File: src/rtl/svm_hwf_pkg.sv
// Shared types and fixed-point constants for the SVM kernel-vector datapath.
// Products are Q0.15; kernel outputs are sign-magnitude 8.8.
package svm_hwf_pkg;

  typedef enum logic [2:0] {
    IDLE    = 3'd0,
    ACCUM   = 3'd1,
    FINISH  = 3'd2,
    CONVERT = 3'd3,
    SEND    = 3'd4
  } state_t;

  localparam int PROD_FRAC = 15;
  localparam int OUT_FRAC  = 8;
  localparam int SHIFT     = PROD_FRAC - OUT_FRAC;
  localparam int OUT_W     = 2 * OUT_FRAC;
  localparam int MAG_W     = OUT_W - 1;

  localparam logic [MAG_W-1:0] SAT_MAG = 15'h7FFF;

endpackage

File: src/rtl/kernel_sm_convert.sv
// Combinational conversion of one signed Q.15 accumulator into sign-magnitude 8.8
// with magnitude saturation; a zero magnitude never carries a sign bit.
module kernel_sm_convert
  import svm_hwf_pkg::*;
#(
  parameter int ACC_WIDTH = 26
) (
  input  logic signed [ACC_WIDTH-1:0] acc,
  output logic        [OUT_W-1:0]     sm
);

  logic                 neg;
  logic [ACC_WIDTH-1:0] abs_val;
  logic [ACC_WIDTH-1:0] shifted;
  logic [MAG_W-1:0]     mag;

  always_comb begin
    neg     = acc[ACC_WIDTH-1];
    abs_val = neg ? ($unsigned(~acc) + ACC_WIDTH'(1)) : $unsigned(acc);
    // Truncating shift drops the extra fraction bits of Q.15 to reach Q.8.
    shifted = abs_val >> SHIFT;
    if (shifted > ACC_WIDTH'(SAT_MAG)) begin
      mag = SAT_MAG;
    end else begin
      mag = shifted[MAG_W-1:0];
    end
    sm = {neg && (mag != '0), mag};
  end

endmodule

File: src/rtl/kernel_vector_gen_hwf.sv
// Streams one image, accumulates a linear kernel against every support vector
// in parallel, converts to sign-magnitude 8.8 and drives the decision-function enable window.
module kernel_vector_gen_hwf
  import svm_hwf_pkg::*;
#(
  parameter int XLEN_PIXEL    = 8,
  parameter int NUM_OF_PIXELS = 784,
  parameter int NUM_OF_SV     = 10,
  parameter int ACC_WIDTH     = 26
) (
  input  logic                                  clk,
  input  logic                                  rst_n,
  input  logic                                  start,
  input  logic [XLEN_PIXEL-1:0]                 pix_data,
  input  logic                                  pix_valid,
  output logic                                  pix_ready,
  output logic [$clog2(NUM_OF_PIXELS)-1:0]      sv_addr,
  input  logic [XLEN_PIXEL*NUM_OF_SV-1:0]       sv_rdata,
  output logic [2*XLEN_PIXEL*NUM_OF_SV-1:0]     kernel_out,
  output logic                                  decision_funct_en,
  output logic                                  busy,
  output logic                                  frame_done
);

  localparam int CNT_W  = $clog2(NUM_OF_PIXELS);
  localparam int SEND_W = (NUM_OF_SV > 1) ? $clog2(NUM_OF_SV) : 1;
  localparam int PROD_W = 2 * XLEN_PIXEL - 1;

  localparam logic [CNT_W-1:0]  LAST_PIX  = CNT_W'(NUM_OF_PIXELS - 1);
  localparam logic [SEND_W-1:0] LAST_SEND = SEND_W'(NUM_OF_SV - 1);

  // Handshake: a pixel transfers on any rising clk edge where pix_valid && pix_ready;
  // pix_valid may drop at will, and pix_ready is high exactly while in ACCUM.

  state_t              state, state_next;
  logic [SEND_W-1:0]   send_cnt, send_cnt_next;
  logic [CNT_W-1:0]    pix_cnt;
  logic                hs;
  logic                start_frame;
  logic                s1_valid;
  logic [XLEN_PIXEL-1:0] s1_pix;
  logic [OUT_W*NUM_OF_SV-1:0] conv_bus;

  assign hs          = pix_valid && pix_ready;
  assign start_frame = (state == IDLE) && start;

  always_comb begin
    state_next    = state;
    send_cnt_next = send_cnt;
    case (state)
      IDLE:    if (start) state_next = ACCUM;
      ACCUM:   if (hs && (pix_cnt == LAST_PIX)) state_next = FINISH;
      FINISH:  state_next = CONVERT;
      CONVERT: begin
        state_next    = SEND;
        send_cnt_next = '0;
      end
      SEND: begin
        if (send_cnt == LAST_SEND) begin
          state_next = IDLE;
        end else begin
          send_cnt_next = send_cnt + SEND_W'(1);
        end
      end
      default: state_next = IDLE;
    endcase
  end

  // Status outputs are registered from the next-state decode so they line up with state.
  always_ff @(posedge clk or negedge rst_n) begin
    if (!rst_n) begin
      state             <= IDLE;
      send_cnt          <= '0;
      pix_ready         <= 1'b0;
      busy              <= 1'b0;
      decision_funct_en <= 1'b0;
      frame_done        <= 1'b0;
    end else begin
      state             <= state_next;
      send_cnt          <= send_cnt_next;
      pix_ready         <= (state_next == ACCUM);
      busy              <= (state_next != IDLE);
      decision_funct_en <= (state_next == SEND);
      frame_done        <= (state_next == SEND) && (send_cnt_next == LAST_SEND);
    end
  end

  // sv_addr doubles as the SV memory's address register, so the weights for a pixel
  // arrive in the cycle after its handshake, alongside the registered pixel.
  always_ff @(posedge clk or negedge rst_n) begin
    if (!rst_n) begin
      pix_cnt  <= '0;
      sv_addr  <= '0;
      s1_pix   <= '0;
      s1_valid <= 1'b0;
    end else if (start_frame) begin
      pix_cnt  <= '0;
      s1_valid <= 1'b0;
    end else begin
      s1_valid <= hs;
      if (hs) begin
        pix_cnt <= pix_cnt + CNT_W'(1);
        sv_addr <= pix_cnt;
        s1_pix  <= pix_data;
      end
    end
  end

  for (genvar i = 0; i < NUM_OF_SV; i++) begin : g_lane
    logic [XLEN_PIXEL-1:0]       w;
    logic [PROD_W-1:0]           prod;
    logic signed [ACC_WIDTH-1:0] prod_ext;
    logic signed [ACC_WIDTH-1:0] acc;

    assign w        = sv_rdata[XLEN_PIXEL*i +: XLEN_PIXEL];
    assign prod     = PROD_W'(s1_pix) * PROD_W'(w[XLEN_PIXEL-2:0]);
    assign prod_ext = signed'(ACC_WIDTH'(prod));

    always_ff @(posedge clk or negedge rst_n) begin
      if (!rst_n) begin
        acc <= '0;
      end else if (start_frame) begin
        acc <= '0;
      end else if (s1_valid) begin
        acc <= w[XLEN_PIXEL-1] ? (acc - prod_ext) : (acc + prod_ext);
      end
    end

    kernel_sm_convert #(
      .ACC_WIDTH(ACC_WIDTH)
    ) u_conv (
      .acc(acc),
      .sm (conv_bus[OUT_W*i +: OUT_W])
    );
  end

  // kernel_out is only rewritten in CONVERT; start does not clear it.
  always_ff @(posedge clk or negedge rst_n) begin
    if (!rst_n) begin
      kernel_out <= '0;
    end else if (state == CONVERT) begin
      kernel_out <= conv_bus;
    end
  end

endmodule

File: config.mk
export PLATFORM = sky130hd
export DESIGN_NAME = kernel_vector_gen_hwf
export DESIGN_NICKNAME = d
export VERILOG_FILES = /design/src/rtl/svm_hwf_pkg.sv /design/src/rtl/kernel_sm_convert.sv /design/src/rtl/kernel_vector_gen_hwf.sv
export SDC_FILE = /design/constraint.sdc
export NUM_CORES = 2
export LEC_CHECK = 0
export CORE_ASPECT_RATIO = 0.9
export CORE_MARGIN = 3
export CORE_UTILIZATION = 55
export CTS_CLUSTER_SIZE = 8
export DETAILED_ROUTE_END_ITERATION = 6
export PLACE_DENSITY = 0.72
export SYNTH_ARGS = -nofsm -noshare
export SYNTH_HDL_FRONTEND = slang
export SYNTH_HIERARCHICAL = 1
export SYNTH_SLANG_ARGS = --single-unit
File: constraint.sdc
create_clock -name clk -period 16.97 [get_ports clk]
set_input_delay 1.697 -clock clk [delete_from_list [all_inputs] [get_ports clk]]
set_output_delay 1.697 -clock clk [all_outputs]
set_load 0.01 [all_outputs]
==> results by group <==
Status
  • Outcome: finished clean

Synth
  • Most numerous cell in the Yosys netlist: nand2_1
  • Gate Count Post-Synth: ~6900
  • Main area contributors after synthesis: dfrtp_1, ha_1, fa_1
  • Post-Syn Nets: about 7800
  • Top_reg_cell synth: dfrtp_1
  • Number of synthesis warnings: 6
  • Synthesized cell area: 56600 sq um
  • Seq cells post-synth: 460
  • Synth unique cells: roughly 100
  • Ys async rst share: 1.00
  • Syn_area_per_cell: 8.25 sq um
  • Cell taking the most area after synthesis: dfrtp_1
  • Sequential fraction of the synthesis area: 0.203
  • Share of the synthesized area in the top cell type: 0.203
  • Post-synth top cells: nand2_1, ha_1, nor2_1, and2_1, dfrtp_1
  • Post-synth EDFFs: 0

Cells and area
  • Final core utilization: 0.616
  • Final net count: roughly 8000
  • Layout area overhead: 9.91%
  • Fill cells: 8896
  • Share of layout cells above drive strength 1: 0.0454

Clocking
  • Clk buf depth: 3
  • Htree depth: 3
  • # resized after CTS: 0
  • Clock Tree Root: clkbuf_16
  • Setup bufs post-CTS: 0
  • Clk sink count: between 400 and 500
  • TritonCTS Buffers: between 60 and 70
  • CTS tree: built
  • Hold buffers post-CTS: 0
  • Clock slew at reported path FFs: about 0.05 ns
  • Later-pin clock latency in the skew report: approximately 0.65 ns

GRT
  • Gr usage total: 0.279
  • Initial antenna violation count: 22
  • Global route overflow: 0
  • Global-route wire length before repair: roughly 250000 um
  • Number of global-route vias before repair: 47500
  • Largest net degree at the start of global routing: approximately 110

STA
  • Slew Limit Fails: 0
  • RSZ-0062 raised after global routing: no
  • Clock skew: between 0.03 and 0.04 ns
  • Hold violation count in the final report: 0
  • Slew @ Worst Pin: between 1 and 1.5 ns
  • Final critical path time including I/O delays and setup: roughly 9.3 ns
  • Post-Route Setup TNS: 0 ns
  • Fin crit share: 0.548
  • Fmax: around 0.11 GHz
  • Slew Limit Headroom: 0.279
  • Setup violators final: 0

Route
  • Detailed router's first-iteration violation count: 3568
  • Final wirelength: between 100000 and 150000 um
  • DRT Pass-1 Iters: 7
  • DR DRC count: 0
  • Routed len/inst: between 15 and 20 um
  • Vias: approximately 50000
  • Antenna-violating nets left: 0
  • Via density: between 5 and 6

Critical path
  • Crit-path max cell delay: 0.62 ns
  • CP Depth: 29
  • Critical path buffers and inverters: 4
  • Crit path top cell by count: fa_1
  • CP startpoint: sv_rdata[62]
  • Setup crit end kind: flip-flop
  • Crit path kind: primary input to flip-flop
  • Crit-path slowest cell: clkdlybuf4s50_1
  • Worst R2R Start: s1_pix[0]
  • Worst reg2reg endpoint: g_lane[7].acc[25]
  • CP Data Arrival Time: between 9 and 10 ns
  • CP required: between 15 and 20 ns
  • Worst setup SP type: primary input
  • R2r worst-path depth: 29
  • Crit-path leading delay family: adder cells
  • Maximum fanout along the worst path: 8
  • CP Capture Point: g_lane[7].acc[25]
  • Flop-to-flop setup slack: ~8.0 ns

Floorplanning
  • Core area: roughly 100000 sq um
  • Rows: 110
  • Die height: ~310 um
  • Starting Density: 0.560
  • Die W: roughly 340 um
  • Die area: around 110000 sq um
  • IO Pins: ~270

Job
  • # Max-Cap Violations: 0

Worst hold path
  • Hold/Removal Path Class: flip-flop to flip-flop

Placement
  • Port Buffers: around 270
  • GP Congestion: 0.944
  • DP HPWL: ~110000 um
-- tightest hold or removal path, stage by stage, from the launching register on --
cell     delay, ns
dfrtp_1       0.33
nand2_1       0.05
nand2_1       0.05
-- cells by family (layout without fill, tap and decap cells) --
family / count (synthesis) / after routing / synth area share
xor+xnor: 546 / 546 / 0.0845
compound gates: 1315 / 1315 / 0.153
flops: 460 / 460 / 0.203
other cells: 0 / 10 / 0
mux: 163 / 163 / 0.0296
simple gates: 2823 / 2823 / 0.247
fa+ha+maj: 893 / 893 / 0.237
buf+inv: 660 / 799 / 0.0455
-- worst min path at each step --
stage	start	to	slack [ns]	cells past startpoint
after floorplan	send_cnt[3]	send_cnt[3]	0.49	1
after global placement	kernel_out[110]	kernel_out[110]	0.46	2
after detailed placement	kernel_out[0]	kernel_out[0]	0.46	2
after CTS	kernel_out[8]	kernel_out[8]	0.48	2
after global routing	kernel_out[141]	kernel_out[141]	0.48	2
final	kernel_out[8]	kernel_out[8]	0.47	2
-- layer usage --
metal | global-route usage | wire length (um) | share of wire | vias to the layer above
met2 | 0.450 | 67200 | 0.45 | 1193
met3 | 0.0446 | 8570 | 0.057 | 204
met4 | 0.0550 | 2540 | 0.017 | 22
met1 | 0.397 | 70600 | 0.47 | 24000
met5 | 0 | 166 | 0.0011 | -
li1 | - | - | - | 23900
-- cells in the final DEF, fill, tap and decap left out, types with 25 or more instances in the layout --
cell type	n
a211oi_1	52
a21o_1	97
a21oi_1	375
a31o_2	33
a31oi_1	70
and2_1	462
and3_1	74
buf_4	35
clkbuf_16	70
clkdlybuf4s50_1	264
dfrtp_1	451
fa_1	300
ha_1	593
inv_1	403
mux2_2	37
mux2i_1	126
nand2_1	1007
nand2b_1	64
nand3_1	112
nand3b_1	25
nand4_1	36
nor2_1	479
nor2b_1	76
nor3_1	196
nor3b_1	29
nor4_1	46
o211ai_1	35
o21a_1	88
o21ai_0	229
o21ai_1	25
o21bai_1	25
o31a_1	30
o31ai_1	51
or2_2	52
or3_1	56
xnor2_1	269
xor2_1	277
-- final cells by class --
class                           count  area (sq um)  area share
Clock buffer                       87          1850      0.0297
Multi-Input combinational cell   5740         42500       0.684
Antenna cell                       10          25.0    0.000402
Clock inverter                      7           126     0.00203
Sequential cell                   460         11500       0.185
Inverter                          404          1520      0.0245
Tap cell                         1344          1680      0.0270
Timing Repair Buffer              301          2940      0.0473
-- stage by stage --
| stage | instance area [sq um] | hold WS [ns] | std cells | setup slack [ns] |
|---|---|---|---|---|
| after floorplan | 56600 | 0.489 | 6860 | 8.42 |
| after global placement | 60200 | 0.456 | 8249 | 7.32 |
| after detailed placement | 60200 | 0.462 | 8249 | 7.12 |
| after CTS | 62200 | 0.475 | 8343 | 7.77 |
| after global routing | 62200 | 0.484 | 8345 | 6.89 |
| final | 62200 | 0.469 | 8353 | 7.66 |
-- flip-flops by register name, summed over array words and instances (netlist names) --
signal             cells
state                  3
decision_funct_en      1
frame_done             1
s1_pix                 8
s1_valid               1
sv_addr               10
send_cnt               4
pix_ready              1
pix_cnt               10
busy                   1
g_lane.acc           260
kernel_out           160
Power is not shown: default switching activity piles up to over one toggle a cycle in this logic, so the estimate is an artifact.
==> RTL edit (same flow settings) <==
`NUM_OF_PIXELS`: 784 -> 1568.
--- a/src/rtl/kernel_vector_gen_hwf.sv
+++ b/src/rtl/kernel_vector_gen_hwf.sv
@@ -4,7 +4,7 @@
   import svm_hwf_pkg::*;
 #(
   parameter int XLEN_PIXEL    = 8,
-  parameter int NUM_OF_PIXELS = 784,
+  parameter int NUM_OF_PIXELS = 1568,
   parameter int NUM_OF_SV     = 10,
   parameter int ACC_WIDTH     = 26
 ) (
Interface: changed (resized sv_addr); port bits go from 266 to 267. No check against the original RTL was run, so the function may have changed too.
==> RTL edit against the original RTL <==
First-iteration DRC count grew 6.0%. Final area rose by 0.33%. Highest routed layer unchanged. Worst setup slack improved by 0.22 ns. Routed wire length is 0.45% lower. Final cell count increased by 0.31%. Area after synthesis rose by 0.31%. Critical path depth grew 1. Sequential cell count is 2 higher. Critical endpoint is now g_lane[2].acc[25]. Worst hold slack worse by 0.00095 ns. Register-to-register slack improved by 0.11 ns. The flow now finishes with violations (DRC).
==> RTL edit: results <==
group,metric,value,unit
routing,drt_wl_total,148400,um
worst_hold_path,hp-start,"kernel_out[157]",
logic_synthesis,synthTopCellsByCount,"nand2_1 (1022), ha_1 (593), nor2_1 (527)",
final_layout,n_fill_cell,9096,
global_route,antenna_found_initial,17,
place,numPortBuffers,266,
place,dpl.hpwl,111700,um
logic_synthesis,synth.area.top_cells,"dfrtp_1 (20%), ha_1 (13%), fa_1 (11%)",
logic_synthesis,synth-xor-area-share,8.470,%
routing,viasPerCell,5.842,
place,pre_cts_ws,7.277,ns
final_layout,drive_gt1_share,4.420,%
logic_synthesis,synth-compound-area-share,15.97,%
sta,hold_ws,0.4682,ns
worst_setup_path,worstPathArrival,9.61,ns
clock_tree,clk_pin_slew_worst_paths,0.05,ns
final_layout,reg_top3,"g_lane.acc (260), kernel_out (160)",
logic_synthesis,synthDistinctLibCells,108,
logic_synthesis,syn_avg_cell_area,8.263,sq um
worst_setup_path,cp-startpoint,"sv_rdata[22]",
place,dp.cells,8271,
sta,worst_slack,7.882,ns
place,dpl_cell_area,60390,sq um
final_layout,fin_cells,8379,
global_route,grt_pass1_vias,47040,
final_layout,final_nets,7972,
place,gp_congestion,0.9130,
logic_synthesis,seq_area_frac_synth,20.37,%
routing,drc,6,
worst_setup_path,reg2reg_from,"s1_pix[0]",
logic_synthesis,synth_nets,7855,
run_status,status,"finished with violations",
worst_setup_path,reg2reg_slack,8.12,ns
global_route,grt.total_usage,27.54,%
pwr,p_total,0.01437,W
sta,final.setup_skew,0.02996,ns
run_status,violations,"DRC",
worst_setup_path,slowest_delay,0.65,ns
logic_synthesis,synth_mux_area_share,3.178,%
routing,drtIter0Drc,3783,
global_route,grt_max_degree,101,
clock_tree,numCtsBuffers,70,
sta,tightest_slew,1.107,ns
## RTL edit: routing by layer
metal	GRT usage [%]	share of wire, %	wire length (um)	vias to the layer above
met1	39.66	47	69730	23630
met2	43.79	45	67230	1204
met5	0	0.023	34	-
met4	6.282	2.1	3056	4
li1	-	-	-	23930
met3	3.895	5.7	8395	186
## RTL edit: layout make-up
type | count | area [sq um] | share of cell area (%)
Multi-Input combinational cell | 5739 | 42630 | 68.31
Clock buffer | 91 | 1892 | 3.032
Tap cell | 1356 | 1697 | 2.719
Clock inverter | 8 | 102.6 | 0.1644
Timing Repair Buffer | 302 | 2938 | 4.708
Inverter | 412 | 1549 | 2.482
Sequential cell | 462 | 11570 | 18.55
Antenna cell | 9 | 22.52 | 0.03609
## RTL edit: final timing paths
check                               endpoint  cells after the start
max in group asynchronous     kernel_out[28]                      3
min                          kernel_out[157]                      2
max reg2reg                g_lane[2].acc[25]                     30
min in group asynchronous   g_lane[7].acc[4]                      1
min reg2reg                  kernel_out[157]                      2
max                        g_lane[2].acc[25]                     30
